**src/rtl/layer_compositor.sv**
```systemverilog
// N-layer priority compositor: colour-key transparency, frame-synchronous priority remap,
// per-frame collision reporting and RGB332 -> RGB888 expansion over a 2-stage pipeline.
module layer_compositor #(
   parameter int NUM_LAYERS = 4,
   parameter int IDX_W      = $clog2(NUM_LAYERS)
) (
   input  logic                        clk,
   input  logic                        resetN,
   input  logic                        pixelValid,
   input  logic                        startOfFrame,
   input  logic [NUM_LAYERS-1:0]       drawReq,
   input  logic [8*NUM_LAYERS-1:0]     layerRGB,
   input  logic [7:0]                  backGroundRGB,
   input  logic [NUM_LAYERS-1:0]       layerEnable,
   input  logic                        keyEnable,
   input  logic [7:0]                  transparentKey,
   input  logic                        prioLoad,
   input  logic [IDX_W*NUM_LAYERS-1:0] prioMap,
   output logic                        prioPending,
   output logic [7:0]                  redOut,
   output logic [7:0]                  greenOut,
   output logic [7:0]                  blueOut,
   output logic [IDX_W:0]              layerSel,
   output logic                        pixelValidOut,
   output logic [NUM_LAYERS-1:0]       frameCollision,
   output logic                        collisionPulse
);
   localparam int MAP_W = IDX_W * NUM_LAYERS;
   localparam logic [IDX_W:0] SEL_BG = (IDX_W+1)'(NUM_LAYERS);

   function automatic logic [MAP_W-1:0] identity_map();
      logic [MAP_W-1:0] m;
      m = '0;
      for (int k = 0; k < NUM_LAYERS; k++) m[IDX_W*k +: IDX_W] = IDX_W'(k);
      return m;
   endfunction

   function automatic logic [7:0] expand3(input logic [2:0] f);
      return {f, {5{f[0]}}};
   endfunction

   function automatic logic [7:0] expand2(input logic [1:0] f);
      return {f, {6{f[0]}}};
   endfunction

   localparam logic [MAP_W-1:0] ID_MAP = identity_map();

   logic [MAP_W-1:0]        r_actMap, r_shdMap;
   logic                    r_prioPending;
   logic [NUM_LAYERS-1:0]   r_acc, r_frameColl;
   logic                    r_collPulse;

   logic [NUM_LAYERS-1:0]   w_qual, w_coll, w_others;
   logic [MAP_W-1:0]        w_mapUse;

   logic [NUM_LAYERS-1:0]   r_qual_p1;
   logic [8*NUM_LAYERS-1:0] r_rgb_p1;
   logic [7:0]              r_bg_p1;
   logic                    r_vld_p1;
   logic [MAP_W-1:0]        r_map_p1;

   logic                    w_found;
   logic [IDX_W-1:0]        w_slotIdx, w_winIdx;
   logic [7:0]              w_rgbNext;
   logic [IDX_W:0]          w_selNext;

   logic [7:0]              r_rgb_p2;
   logic [IDX_W:0]          r_sel_p2;
   logic                    r_vld_p2;

   always_comb begin
      w_qual   = '0;
      w_coll   = '0;
      w_others = '0;
      for (int i = 0; i < NUM_LAYERS; i++)
         w_qual[i] = drawReq[i] & layerEnable[i] & pixelValid &
                     ~(keyEnable & (layerRGB[8*i +: 8] == transparentKey));
      for (int i = 0; i < NUM_LAYERS; i++) begin
         w_others    = w_qual;
         w_others[i] = 1'b0;
         w_coll[i]   = w_qual[i] & (|w_others);
      end
   end

   // The startOfFrame pixel already uses the map that becomes active on this edge
   assign w_mapUse = (startOfFrame && r_prioPending) ? r_shdMap : r_actMap;

   always_ff @(posedge clk or negedge resetN) begin
      if (!resetN) begin
         r_actMap      <= ID_MAP;
         r_shdMap      <= ID_MAP;
         r_prioPending <= 1'b0;
         r_acc         <= '0;
         r_frameColl   <= '0;
         r_collPulse   <= 1'b0;
      end else begin
         if (startOfFrame && r_prioPending) r_actMap <= r_shdMap;
         if (prioLoad) r_shdMap <= prioMap;
         if (prioLoad) r_prioPending <= 1'b1;
         else if (startOfFrame) r_prioPending <= 1'b0;
         if (startOfFrame) begin
            r_frameColl <= r_acc;
            r_acc       <= w_coll;
         end else begin
            r_acc       <= r_acc | w_coll;
         end
         r_collPulse <= (|w_coll) & (startOfFrame | ~(|r_acc));
      end
   end

   // Stage 1: qualified vector, colours, valid and map for this pixel
   always_ff @(posedge clk or negedge resetN) begin
      if (!resetN) begin
         r_qual_p1 <= '0;
         r_rgb_p1  <= '0;
         r_bg_p1   <= '0;
         r_vld_p1  <= 1'b0;
         r_map_p1  <= '0;
      end else begin
         r_qual_p1 <= w_qual;
         r_rgb_p1  <= layerRGB;
         r_bg_p1   <= backGroundRGB;
         r_vld_p1  <= pixelValid;
         r_map_p1  <= w_mapUse;
      end
   end

   always_comb begin
      w_found   = 1'b0;
      w_winIdx  = '0;
      w_slotIdx = '0;
      for (int k = 0; k < NUM_LAYERS; k++) begin
         w_slotIdx = r_map_p1[IDX_W*k +: IDX_W];
         if (!w_found && ({1'b0, w_slotIdx} < SEL_BG) && r_qual_p1[w_slotIdx]) begin
            w_found  = 1'b1;
            w_winIdx = w_slotIdx;
         end
      end
      w_selNext = w_found ? {1'b0, w_winIdx} : SEL_BG;
      w_rgbNext = w_found ? r_rgb_p1[{w_winIdx, 3'b000} +: 8] : (r_vld_p1 ? r_bg_p1 : 8'h00);
   end

   // Stage 2: winning colour, layer index and delayed valid
   always_ff @(posedge clk or negedge resetN) begin
      if (!resetN) begin
         r_rgb_p2 <= '0;
         r_sel_p2 <= '0;
         r_vld_p2 <= 1'b0;
      end else begin
         r_rgb_p2 <= w_rgbNext;
         r_sel_p2 <= w_selNext;
         r_vld_p2 <= r_vld_p1;
      end
   end

   assign redOut         = expand3(r_rgb_p2[7:5]);
   assign greenOut       = expand3(r_rgb_p2[4:2]);
   assign blueOut        = expand2(r_rgb_p2[1:0]);
   assign layerSel       = r_sel_p2;
   assign pixelValidOut  = r_vld_p2;
   assign prioPending    = r_prioPending;
   assign frameCollision = r_frameColl;
   assign collisionPulse = r_collPulse;
endmodule

```
**config.mk**
```make
export PLATFORM = sky130hd
export DESIGN_NAME = layer_compositor
export DESIGN_NICKNAME = d
export VERILOG_FILES = /design/src/rtl/layer_compositor.sv
export SDC_FILE = /design/constraint.sdc
export NUM_CORES = 1
export LEC_CHECK = 0
export CAP_MARGIN = 10
export CORE_ASPECT_RATIO = 1.1
export CORE_MARGIN = 5
export CORE_UTILIZATION = 43
export DETAILED_ROUTE_END_ITERATION = 6
export GPL_TIMING_DRIVEN = 0
export PLACE_DENSITY_LB_ADDON = 0.05
export RECOVER_POWER = 50
export REMOVE_ABC_BUFFERS = 1
export SYNTH_ARGS = -nofsm -noshare
export SYNTH_HDL_FRONTEND = slang
export SYNTH_SLANG_ARGS = --single-unit
```
**constraint.sdc**
```tcl
create_clock -name clk -period 2.5 [get_ports clk]
set_clock_uncertainty 0.05 [all_clocks]
set_input_delay 0.5 -clock clk [delete_from_list [all_inputs] [get_ports clk]]
set_output_delay 0.5 -clock clk [all_outputs]
set_load 0.005 [all_outputs]
```
==> key figures, run 1 <==
Status
  • Status: finished with violations
  • Failing checks: max-capacitance violations, max-slew violations

Synth
  • Syn Std Cell Area: between 3000 and 4000 sq um
  • Post-synthesis compound-gate area fraction: under 10%
  • Seq/Total Area, Yosys: 58.60%
  • Register bit total from synthesis: 87
  • Cell count after synthesis: about 270
  • Cell variety after synth: 42
  • Yosys warns: 0
  • Post-Synth Adder-Cell Area: less than 1%
  • Post-synthesis xor/xnor area fraction: 7.509%
  • Mean Syn Cell Area: approximately 14 sq um
  • Mux cell area share after synthesis: between 10% and 20%
  • Largest family of logic cells by synthesized area: multiplexers
  • Simple-gate share of the synthesized area: 7.710%

Critical path
  • Crit Path Class: flip-flop to flip-flop
  • Top delay family on crit path: multiplexers
  • Slowest stage delay, CP: 0.57 ns
  • Worst R2R Path Depth: 6
  • Slowest-stage cell, CP: mux4_2
  • WP data arrival: ~2.7 ns
  • RR Endpoint: r_rgb_p2[1]$_DFF_PN0_
  • Critical Path Sink Type: flip-flop
  • FF-to-FF Start: r_qual_p1[2]$_DFF_PN0_
  • CP Launch Type: flip-flop
  • Worst EP required: 2.68 ns
  • Crit-path cells: mux4_2 > and2_4 > o31ai_4 > and2_4 > mux2_4 > o211a_1
  • Buf+Inv Stages, Crit Path: 0
  • Most Frequent Cell on Critical Path: and2_4
  • Reg2Reg Setup Slack: 0.04 ns
  • Crit-path max FO: 7

Finish
  • Fraction of layout cells with a size suffix above 1: 24.06%
  • Area growth syn-to-layout: 38.35%
  • Final non-filler cell total: roughly 490
  • Commonest non-fill, non-tap cells in the layout: dfrtp_1, clkdlybuf4s50_1, dlygate4sd3_1
  • Final Util: 61.41%
  • Commonest non-fill, non-tap cell in the layout: dfrtp_1
  • Nets@finish: between 400 and 500

Route
  • DRT iter0 DRCs: 45
  • Routed WL per cell: 17.53 um
  • Drt drc: 0
  • Routed wl met2: approximately 4300 um
  • Vias per std cell: 5.095
  • Top layer in use: met4
  • DRT Wirelength: 8518 um
  • WL met1: between 3000 and 4000 um
  • Vias: 2476
  • DR pass1 iterations: 4
  • Met3 wire length: around 440 um
  • Detail Route Antenna Nets: 0

Clock network
  • Num CTS Buffers: 9
  • Htree depth: 3
  • Skew-Pair Late Insertion Delay: about 0.35 ns
  • CTS max path bufs: 2
  • Clk sink count: 87
  • Root Driver: clkbuf_8
  • CTS tree: done
  • Clk pin slew, worst setup/hold paths: 0.09 ns

STA
  • Achievable Freq: 406.2 MHz
  • Slew margin rel.: -19.96%
  • Final Worst Setup Slack: 0.03842 ns
  • Clock period minus worst slack: 2.462 ns
  • Unrepaired setup endpoints after global routing: true
  • Final slew viol count: 32
  • Final hold violations: 0
  • Worst-margin pin slew: approximately 1.8 ns
  • Final period utilization: 98.46%
  • Setup-failing EPs final: 0

Global routing
  • Total GRT Usage: 16.28%
  • Largest net degree at the start of global routing: 57
  • Initial antenna violation count: 1
  • Total gr overflow: 0
  • First-pass GRT wire length: 13320 um
  • Vias in the first global route: about 2600

Worst hold path
  • Hold endpoint: r_map_p1[4]$_DFFE_PN0P_
  • Worst Hold Launch: r_shdMap[4]$_DFFE_PN0P_
  • Hold path depth: 1
  • Tightest Hold Check Type: flip-flop to flip-flop

Place
  • Gp weighted congestion: 0.7127
  • Pre-CTS WS: -0.4781 ns
  • # port buffers: 103
  • Placed cells: 456
  • HPWL Detailed: 6321 um

Power
  • Net Sw Power: 1.058 mW
  • Cell Pwr Density: 745.7 nW/um^2
  • Switching part of the total: 27.47%
  • Logic pwr share: 29.7%
  • Clock power share: 26.5%
  • Sequential power share: 43.8%
  • Pwr Total: 3.851 mW
  • Int Pwr: 2.793 mW
  • Pleak: 2.265 nW
  • Max IR drop VDD: between 300 and 400 uV

Floorplan
  • Area of the die: approximately 11000 sq um
  • Initial Utilization: 44.39%
  • Height of the die: about 110 um
  • Num rows: 35
  • Core Area: between 8000 and 9000 sq um
  • Die width: 98.83 um
  • IO Count: 104

Flow run
  • Max Cap Viol: 1
-- worst reg2reg max path, cell delays in order (launching register included) --
cell	delay (ns)
dfrtp_2	0.46
mux4_2	0.57
and2_4	0.19
o31ai_4	0.27
and2_4	0.26
mux2_4	0.31
o211a_1	0.24
-- metal layers --
layer  GRT usage, %  vias up
li1               -     1147
met1          21.13     1242
met2          26.82       77
met3          3.500       10
met4          5.854        0
met5              0        -
-- synthesized netlist by cell type, drive strengths merged --
cell type  number  area [sq um]
nand2          14         55.06
clkbuf          6         22.52
nand4           4         25.02
inv             5         18.77
xnor2           4         35.03
nand2b          1         6.260
a21oi           5         25.02
o211a           3         30.03
nor4            5         31.28
mux4            4         90.09
a211o           3         26.28
maj3            1         10.01
nor3            5         25.02
dfstp           8         210.2
a32o            5         50.05
mux2i          10         100.1
o31ai           1         21.27
and4            4         35.03
dfrtp          79          1977
and2            3         25.03
xor2           28         245.2
or2             2         12.52
a22o            4         35.03
mux2           23         262.8
a21boi          3         22.52
o32ai           2         25.03
or3             4         25.02
and2b           1         8.760
o221a           1         11.26
nor4b           1         23.77
buf            19         143.9
a221oi          5         75.07
a21o            1         7.510
nor3b           2         15.01
-- timing repair --
item,4_1_cts,5_1_grt
setup endpoints to repair,11,11
hold buffers,0,0
buffers inserted,8,4
pin swaps,6,7
gates resized for setup,9,13
gates cloned,1,0
-- cell families (layout without fill, tap and decap cells) --
group | count (synthesis) | in the layout
compound gates | 33 | 33
xor+xnor | 32 | 32
fa+ha+maj | 1 | 1
buf+inv | 30 | 137
flops | 87 | 87
mux | 37 | 37
other cells | 0 | 1
simple gates | 46 | 47
-- stage by stage --
step	instance area (sq um)	setup TNS (ns)	hold WS (ns)
3_3_place_gp	4736	-190.16	0.4430
5_1_grt	5164	-0.2205	0.4738
3_5_place_dp	4766	-4.888	0.4148
6_report	5164	0	0.4573
2_1_floorplan	3566	-2.072	0.1544
4_1_cts	5090	0	0.01975
-- power by group through the flow --
stage / clock [mW] / combinational (mW) / sequential [mW]
after global routing: 1.12 / 1.22 / 1.71
after floorplan: 0 / 0.394 / 1.73
after detailed placement: 0 / 1.06 / 1.71
after CTS: 1.05 / 1.13 / 1.69
final: 1.02 / 1.14 / 1.69
after global placement: 0 / 1.04 / 1.71
-- cell type report --
type                            count  area, sq um
Timing Repair Buffer              116         1159
Inverter                            5        18.77
Clock inverter                      6        76.32
Multi-Input combinational cell    150         1440
Tap cell                          111        138.9
Clock buffer                       10        137.6
Fill cell                         674         3244
Antenna cell                        1        2.502
Sequential cell                    87         2191
-- state kept, by name (all words and copies together), names as in the netlist --
register        cells
r_rgb_p1           32
r_bg_p1             8
r_map_p1            8
r_rgb_p2            8
r_shdMap            8
frameCollision      4
r_acc               4
r_actMap            4
r_qual_p1           4
layerSel            3
collisionPulse      1
pixelValidOut       1
prioPending         1
r_vld_p1            1
-- how the worst max path moves through the flow --
stage / cells after the start / endpoint / startpoint / slack (ns)
detailed placement: 7 / collisionPulse$_DFF_PN0_ / transparentKey[1] / -0.48
CTS: 6 / r_rgb_p2[1]$_DFF_PN0_ / r_qual_p1[3]$_DFF_PN0_ / 0.002
floorplan: 5 / r_rgb_p2[0]$_DFF_PN0_ / r_map_p1[0]$_DFFE_PN0P_ / -0.34
global placement: 1 / frameCollision[3]$_DFFE_PN0P_ / resetN / -2.17
global route: 6 / r_rgb_p2[1]$_DFF_PN0_ / r_qual_p1[3]$_DFF_PN0_ / -0.05
finish: 6 / r_rgb_p2[1]$_DFF_PN0_ / r_qual_p1[2]$_DFF_PN0_ / 0.04
Note: power is estimated with default switching activity, not from simulation.
==> inputs of run 2 (changes only) <==
- CELL_PAD_IN_SITES_DETAIL_PLACEMENT: unset -> 2
- CELL_PAD_IN_SITES_GLOBAL_PLACEMENT: unset -> 2
- CORE_UTILIZATION: 43 -> 29
==> run 2 against run 1 <==
  * The run now ends clean
  * Critical path depth grew 1
  * Maximum frequency decreased by 0.80%
  * Design area up 4.6%
  * Total power grew 13%
  * Core utilization shrank 19 points
  * Global-route usage is 1.6 points lower
  * Via count increased by 3.0%
  * Worst hold slack got worse by 0.14 ns
  * Count of clock-buffer cells in the layout increased by 1
  * Non-clock buffer count rose by 8
  * Critical endpoint is now collisionPulse$_DFF_PN0_
==> key figures, run 2 (synthesis results as in run 1) <==
Status
  • Status: completed

STA
  • Final hold violations: 0 (unchanged)
  • Final hold slack: 0.3142 ns (-0.1430 ns)
  • Setup-failing EPs final: 0 (unchanged)
  • Unrepaired setup endpoints after global routing: true
  • Final slew viol count: 0 (-100%)
  • Slew margin rel.: 24.91% (+45 points)
  • Final period utilization: 99.26% (+0.80 points)
  • Achievable Freq: 403.0 MHz (-0.80%)
  • Clock period minus worst slack: 2.481 ns (+0.01991 ns)
  • Worst-margin pin slew: 1.126 ns (-0.6730 ns)

Finish
  • Most flop-heavy register: r_rgb_p1
  • Fraction of layout cells with a size suffix above 1: 27.23% (+3.2 points)
  • ANT cells: 0 (-1)
  • Final non-filler cell total: 539 (+11%)
  • Commonest non-fill, non-tap cell in the layout: dfrtp_1
  • Area growth syn-to-layout: 44.72%
  • Max reg flops: 32 (unchanged)
  • Commonest non-fill, non-tap cells in the layout: dfrtp_1, clkdlybuf4s50_1, dlygate4sd3_1
  • Nets@finish: 447 (+1.8%)

Global routing
  • Vias in the first global route: 2985 (+14%)
  • Initial antenna violation count: 1 (unchanged)
  • Largest net degree at the start of global routing: 47 (-18%)
  • Total gr overflow: 0 (unchanged)
  • Total GRT Usage: 14.64% (-1.6 points)
  • First-pass GRT wire length: 16970 um (+27%)

Critical path
  • CP Launch Type: input port
  • Reg2Reg Setup Slack: 0.03 ns (about the same)
  • Crit Path Class: input port to flip-flop
  • Critical Path Sink Type: flip-flop
  • WP data arrival: 2.66 ns (about the same)
  • Worst EP required: 2.67 ns (about the same)
  • Crit-path max FO: 6 (-1)

Floorplan
  • IO Count: 104 (unchanged)
  • Initial Utilization: 29.52% (-15 points)
  • Area of the die: 15240 sq um (+43%)
  • Die width: 118.2 um (+20%)
  • Height of the die: 129.0 um (+20%)
  • Core Area: 12640 sq um (+50%)
  • Num rows: 43 (+23%)

Clock network
  • Skew-Pair Late Insertion Delay: 0.34 ns (about the same)
  • Clk pin slew, worst setup/hold paths: 0.06 ns (-0.03 ns)
  • Num CTS Buffers: 9 (unchanged)
  • Root Driver: clkbuf_16
  • Clk sink count: 87 (unchanged)
  • CTS Hold Bufs: 0 (unchanged)
  • CTS tree: done
  • CTS max path bufs: 2 (unchanged)
  • Htree depth: 3 (unchanged)

Route
  • DRT iter0 DRCs: 73 (+62%)
  • Routed WL per cell: 19.52 um (+11%)
  • Detail Route Antenna Nets: 0 (unchanged)
  • DRT Wirelength: 10520 um (+24%)
  • Vias per std cell: 4.731 (-7.1%)
  • Vias: 2550 (+3.0%)
  • Drt drc: 0 (unchanged)
  • DR pass1 iterations: 4 (unchanged)

Place
  • # port buffers: 103 (unchanged)
  • HPWL Detailed: 7681 um (+22%)
  • Gp weighted congestion: 0.7072 (-0.77%)
  • Placed cells: 503 (+10%)

Power
  • Cell Pwr Density: 803.9 nW/um^2 (+7.8%)
  • Pleak: 2.346 nW (+3.6%)
  • Max IR drop VDD: 354.9 uV (+12%)

Flow run
  • Max Cap Viol: 0 (-1)

Worst hold path
  • Tightest Hold Check Type: input port to async pin
-- run 2: changes by cell type in the layout (fill, tap and decap cells not counted), sizes merged --
cell / change
buf: +8
bufinv: +1
clkbuf: +1
clkdlybuf4s50: +4
diode: -1
dlygate4sd2: +4
dlygate4sd3: -6
dlymetal6s2s: -2
inv: -2
-- run 2: timing repair --
| action | in CTS | in global routing |
|---|---|---|
| endpoints found under the setup margin | 13 | 13 |
| gates cloned | 1 | 0 |
| pin swaps | 7 | 6 |
| gates resized for setup | 16 | 14 |
| setup buffers | 9 | 10 |
-- run 2: final timing paths --
check	start	endpoint	cells after the start
max in group asynchronous	resetN	r_actMap[2]$_DFF_PN1_	2
max reg2reg	r_qual_p1[1]$_DFF_PN0_	r_rgb_p2[1]$_DFF_PN0_	6
min reg2reg	r_shdMap[3]$_DFFE_PN0P_	r_map_p1[3]$_DFFE_PN0P_	1
min	resetN	r_bg_p1[7]$_DFF_PN0_	1
min in group clk	r_shdMap[3]$_DFFE_PN0P_	r_map_p1[3]$_DFFE_PN0P_	1
max	layerRGB[19]	collisionPulse$_DFF_PN0_	7
-- run 2: layout make-up --
type                            instances  area [sq um]
Clock buffer                           11         232.7
Clock inverter                          5         82.58
Fill cell                            1282          7242
Inverter                                5         18.77
Multi-Input combinational cell        150          1453
Sequential cell                        87          2192
Tap cell                              157         196.4
Timing Repair Buffer                  124          1226
-- run 2: where the power goes --
part           switching, mW  internal (mW)
logic                  0.471          0.742
registers              0.106           1.59
clock network          0.557          0.878
-- run 2: through the flow --
step | setup slack (ns) | total power [mW] | cell area (sq um) | utilization, % | TNS (ns)
floorplan | -0.3432 | 2.121 | 3566 | - | -2.072
global placement | -2.361 | 2.781 | 4793 | 37.91 | -206.81
detailed placement | -0.4800 | 2.819 | 4835 | 38.24 | -4.326
CTS | -0.01542 | 4.370 | 5275 | 41.72 | -0.01542
global route | -0.04442 | 4.571 | 5401 | 42.72 | -0.1810
finish | 0.01851 | 4.342 | 5401 | 42.72 | 0
-- run 2: critical path, cell delays in order --
cell,delay [ns]
dlygate4sd3_1,0.57
xor2_1,0.17
nor3_1,0.22
nand4_1,0.19
and4_2,0.34
maj3_1,0.37
o221a_2,0.29
-- run 2: layer usage --
layer | wire (um) | global-route usage [%]
met1 | 4798 | 19.31
met3 | 524 | 3.516
met4 | 209 | 6.680
met2 | 4974 | 22.91
met5 | 13 | 0
==> inputs of run 3 (changes only) <==
- PLACE_DENSITY: unset -> 0.76
- PLACE_DENSITY_LB_ADDON: 0.05 -> unset
==> run 3 against run 2 <==
  * The run now ends with max-capacitance violations, max-slew violations, negative setup slack left
  * Total power is 2.6% lower
  * Non-clock buffer count is 5 lower
  * Clock power is 9.8% lower
  * Die area stayed put
  * First-iteration DRC count is 23% lower
  * Wire length is 12% higher
  * Global-route usage is 0.79 points higher
  * Largest power group unchanged
  * Highest routed layer is now met4
==> key figures, run 3 (synthesis results as in run 1) <==
Status
  • Status: finished with violations
  • Failing checks: max-capacitance violations, max-slew violations, negative setup slack

Place
  • HPWL Detailed: 8089 um (+5.3%)
  • # port buffers: 103 (unchanged)
  • Pre-CTS WS: -0.5143 ns (-0.03432 ns)
  • Placed cells: 502 (-0.20%)
  • Gp weighted congestion: 0.7703 (+8.9%)

STA
  • Worst-margin pin slew: 2.065 ns (+0.9387 ns)
  • Final hold violations: 0 (unchanged)
  • Final slew viol count: 35 (+35)
  • Slew margin rel.: -37.67% (-63 points)
  • Final Worst Setup Slack: -0.02357 ns (-0.04208 ns)
  • Final period utilization: 100.9% (+1.7 points)
  • Setup-failing EPs final: 3 (+3)
  • Clock period minus worst slack: 2.524 ns (+0.04208 ns)
  • Unrepaired setup endpoints after global routing: true
  • Sum of negative setup slack: -0.02665 ns (-0.02665 ns)
  • Achievable Freq: 396.3 MHz (-1.7%)

Finish
  • Nets@finish: 442 (-1.1%)
  • Final non-filler cell total: 533 (-1.1%)
  • Area growth syn-to-layout: 43.25%
  • Most flop-heavy register: r_rgb_p1
  • Commonest non-fill, non-tap cell in the layout: dfrtp_1
  • ANT cells: 0 (unchanged)
  • Fill count: 1236 (-3.6%)
  • Fraction of layout cells with a size suffix above 1: 26.86% (-0.36 points)
  • Max reg flops: 32 (unchanged)
  • Commonest non-fill, non-tap cells in the layout: dfrtp_1, clkdlybuf4s50_1, dlygate4sd3_1

Global routing
  • Total gr overflow: 0 (unchanged)
  • First-pass GRT wire length: 17880 um (+5.4%)
  • Vias in the first global route: 3071 (+2.9%)
  • Initial antenna violation count: 0 (-1)
  • Total GRT Usage: 15.43% (+0.79 points)
  • Largest net degree at the start of global routing: 54 (+15%)

Worst hold path
  • Hold endpoint: r_map_p1[3]$_DFFE_PN0P_
  • Hold path depth: 1
  • Tightest Hold Check Type: flip-flop to flip-flop
  • Worst Hold Launch: r_shdMap[3]$_DFFE_PN0P_

Critical path
  • Worst R2R Path Depth: 8 (+2)
  • WP data arrival: 2.70 ns (+0.04 ns)
  • Crit-path max FO: 6 (unchanged)
  • CP Launch Type: input port
  • Worst EP required: 2.67 ns (about the same)
  • Reg2Reg Setup Slack: 0 ns (-0.03 ns)
  • Critical Path Sink Type: flip-flop
  • Crit Path Class: input port to flip-flop
  • FF-to-FF Start: r_map_p1[0]$_DFFE_PN0P_
  • RR Endpoint: r_rgb_p2[2]$_DFF_PN0_

Clock network
  • Clk sink count: 87 (unchanged)
  • Num CTS Buffers: 9 (unchanged)
  • CTS tree: done
  • Skew-Pair Late Insertion Delay: 0.34 ns (about the same)
  • CTS Hold Bufs: 0 (unchanged)
  • CTS max path bufs: 2 (unchanged)
  • Root Driver: clkbuf_16
  • Htree depth: 3 (unchanged)
  • Clk pin slew, worst setup/hold paths: 0.06 ns (about the same)

Route
  • Vias: 2607 (+2.2%)
  • DRT iter0 DRCs: 56 (-23%)
  • Detail Route Antenna Nets: 0 (unchanged)
  • Routed WL per cell: 22.09 um (+13%)
  • DR pass1 iterations: 4 (unchanged)
  • Drt drc: 0 (unchanged)
  • DRT Wirelength: 11770 um (+12%)
  • Vias per std cell: 4.891 (+3.4%)

Floorplan
  • Initial Utilization: 29.52% (unchanged)
  • Height of the die: 129.0 um (unchanged)
  • IO Count: 104 (unchanged)
  • Area of the die: 15240 sq um (unchanged)
  • Die width: 118.2 um (unchanged)
  • Core Area: 12640 sq um (unchanged)
  • Num rows: 43 (unchanged)

Power
  • Cell Pwr Density: 791.5 nW/um^2 (-1.5%)
  • Pleak: 2.283 nW (-2.7%)
  • Max IR drop VDD: 350.4 uV (-1.3%)

Flow run
  • Max Cap Viol: 1 (+1)
[run 3: changes by cell type in the layout (fill, tap and decap cells not counted), moves of 4 or more]
| cell | previous run | this run |
|---|---|---|
| dlygate4sd3_1 | 31 | 39 |
| buf_4 | 17 | 13 |
| clkdlybuf4s50_1 | 64 | 57 |
| a21oi_2 | 0 | 4 |
| a21oi_1 | 5 | 1 |
[run 3: metal layers]
layer  share of wire, %  routed length [um]  vias up  track usage [%]
li1                   -                   -     1149                -
met1                 41                4811     1372            18.61
met2                 53                6249       72            27.34
met3                4.3                 505       14            2.813
met4                1.7                 206        0            6.140
met5                  0                   0        -                0
[run 3: area by class of cell]
cell class              count  area (sq um)  share of cell area, %
clock inverters             4         47.55                 0.8893
flip-flops and latches     87          2195                  41.05
multi-input cells         150          1476                  27.62
repair buffers            119          1176                  22.00
clock buffers              11         232.7                  4.353
well taps                 157         196.4                  3.674
inverters                   5         22.52                 0.4212
[run 3: power by group]
group,internal [mW],switching [mW]
clock network,0.766,0.527
logic,0.715,0.519
registers,1.59,0.116
total,3.07,1.16
[run 3: worst max-delay path, stage by stage]
cell           delay, ns
dlygate4sd3_1       0.58
xor2_1              0.19
nor4_2              0.35
nand4_1             0.22
and4_4              0.23
maj3_1              0.36
o221a_2             0.27
[run 3: stage by stage]
stage          hold slack [ns]  instance area [sq um]  power [mW]  util [%]
6_report                0.4644                   5346       4.232     42.29
5_1_grt                 0.4887                   5346       4.421     42.29
4_1_cts                0.07588                   5243       4.218     41.46
3_5_place_dp            0.4438                   4823       2.818     38.15
3_3_place_gp            0.4459                   4793       2.770     37.91
2_1_floorplan           0.1544                   3566       2.121         -
[run 3: worst max path at each step]
stage                     slack, ns               startpoint  cells after the start                        to
final                         -0.02             layerRGB[21]                      7  collisionPulse$_DFF_PN0_
after global routing          -0.09  r_map_p1[0]$_DFFE_PN0P_                      8     r_rgb_p2[2]$_DFF_PN0_
after CTS                     0.003        transparentKey[6]                      7        r_acc[3]$_DFF_PN0_
after detailed placement      -0.51  r_map_p1[0]$_DFFE_PN0P_                      5     r_rgb_p2[3]$_DFF_PN0_
after global placement        -2.14                   resetN                      1   r_shdMap[4]$_DFFE_PN0P_
after floorplan               -0.34  r_map_p1[0]$_DFFE_PN0P_                      5     r_rgb_p2[0]$_DFF_PN0_
[run 3: repair_timing]
| item | in CTS | in global routing |
|---|---|---|
| setup endpoints to repair | 14 | 13 |
| gates cloned | 1 | 0 |
| pin swaps | 7 | 8 |
| gates resized for setup | 19 | 19 |
| setup buffers | 8 | 7 |
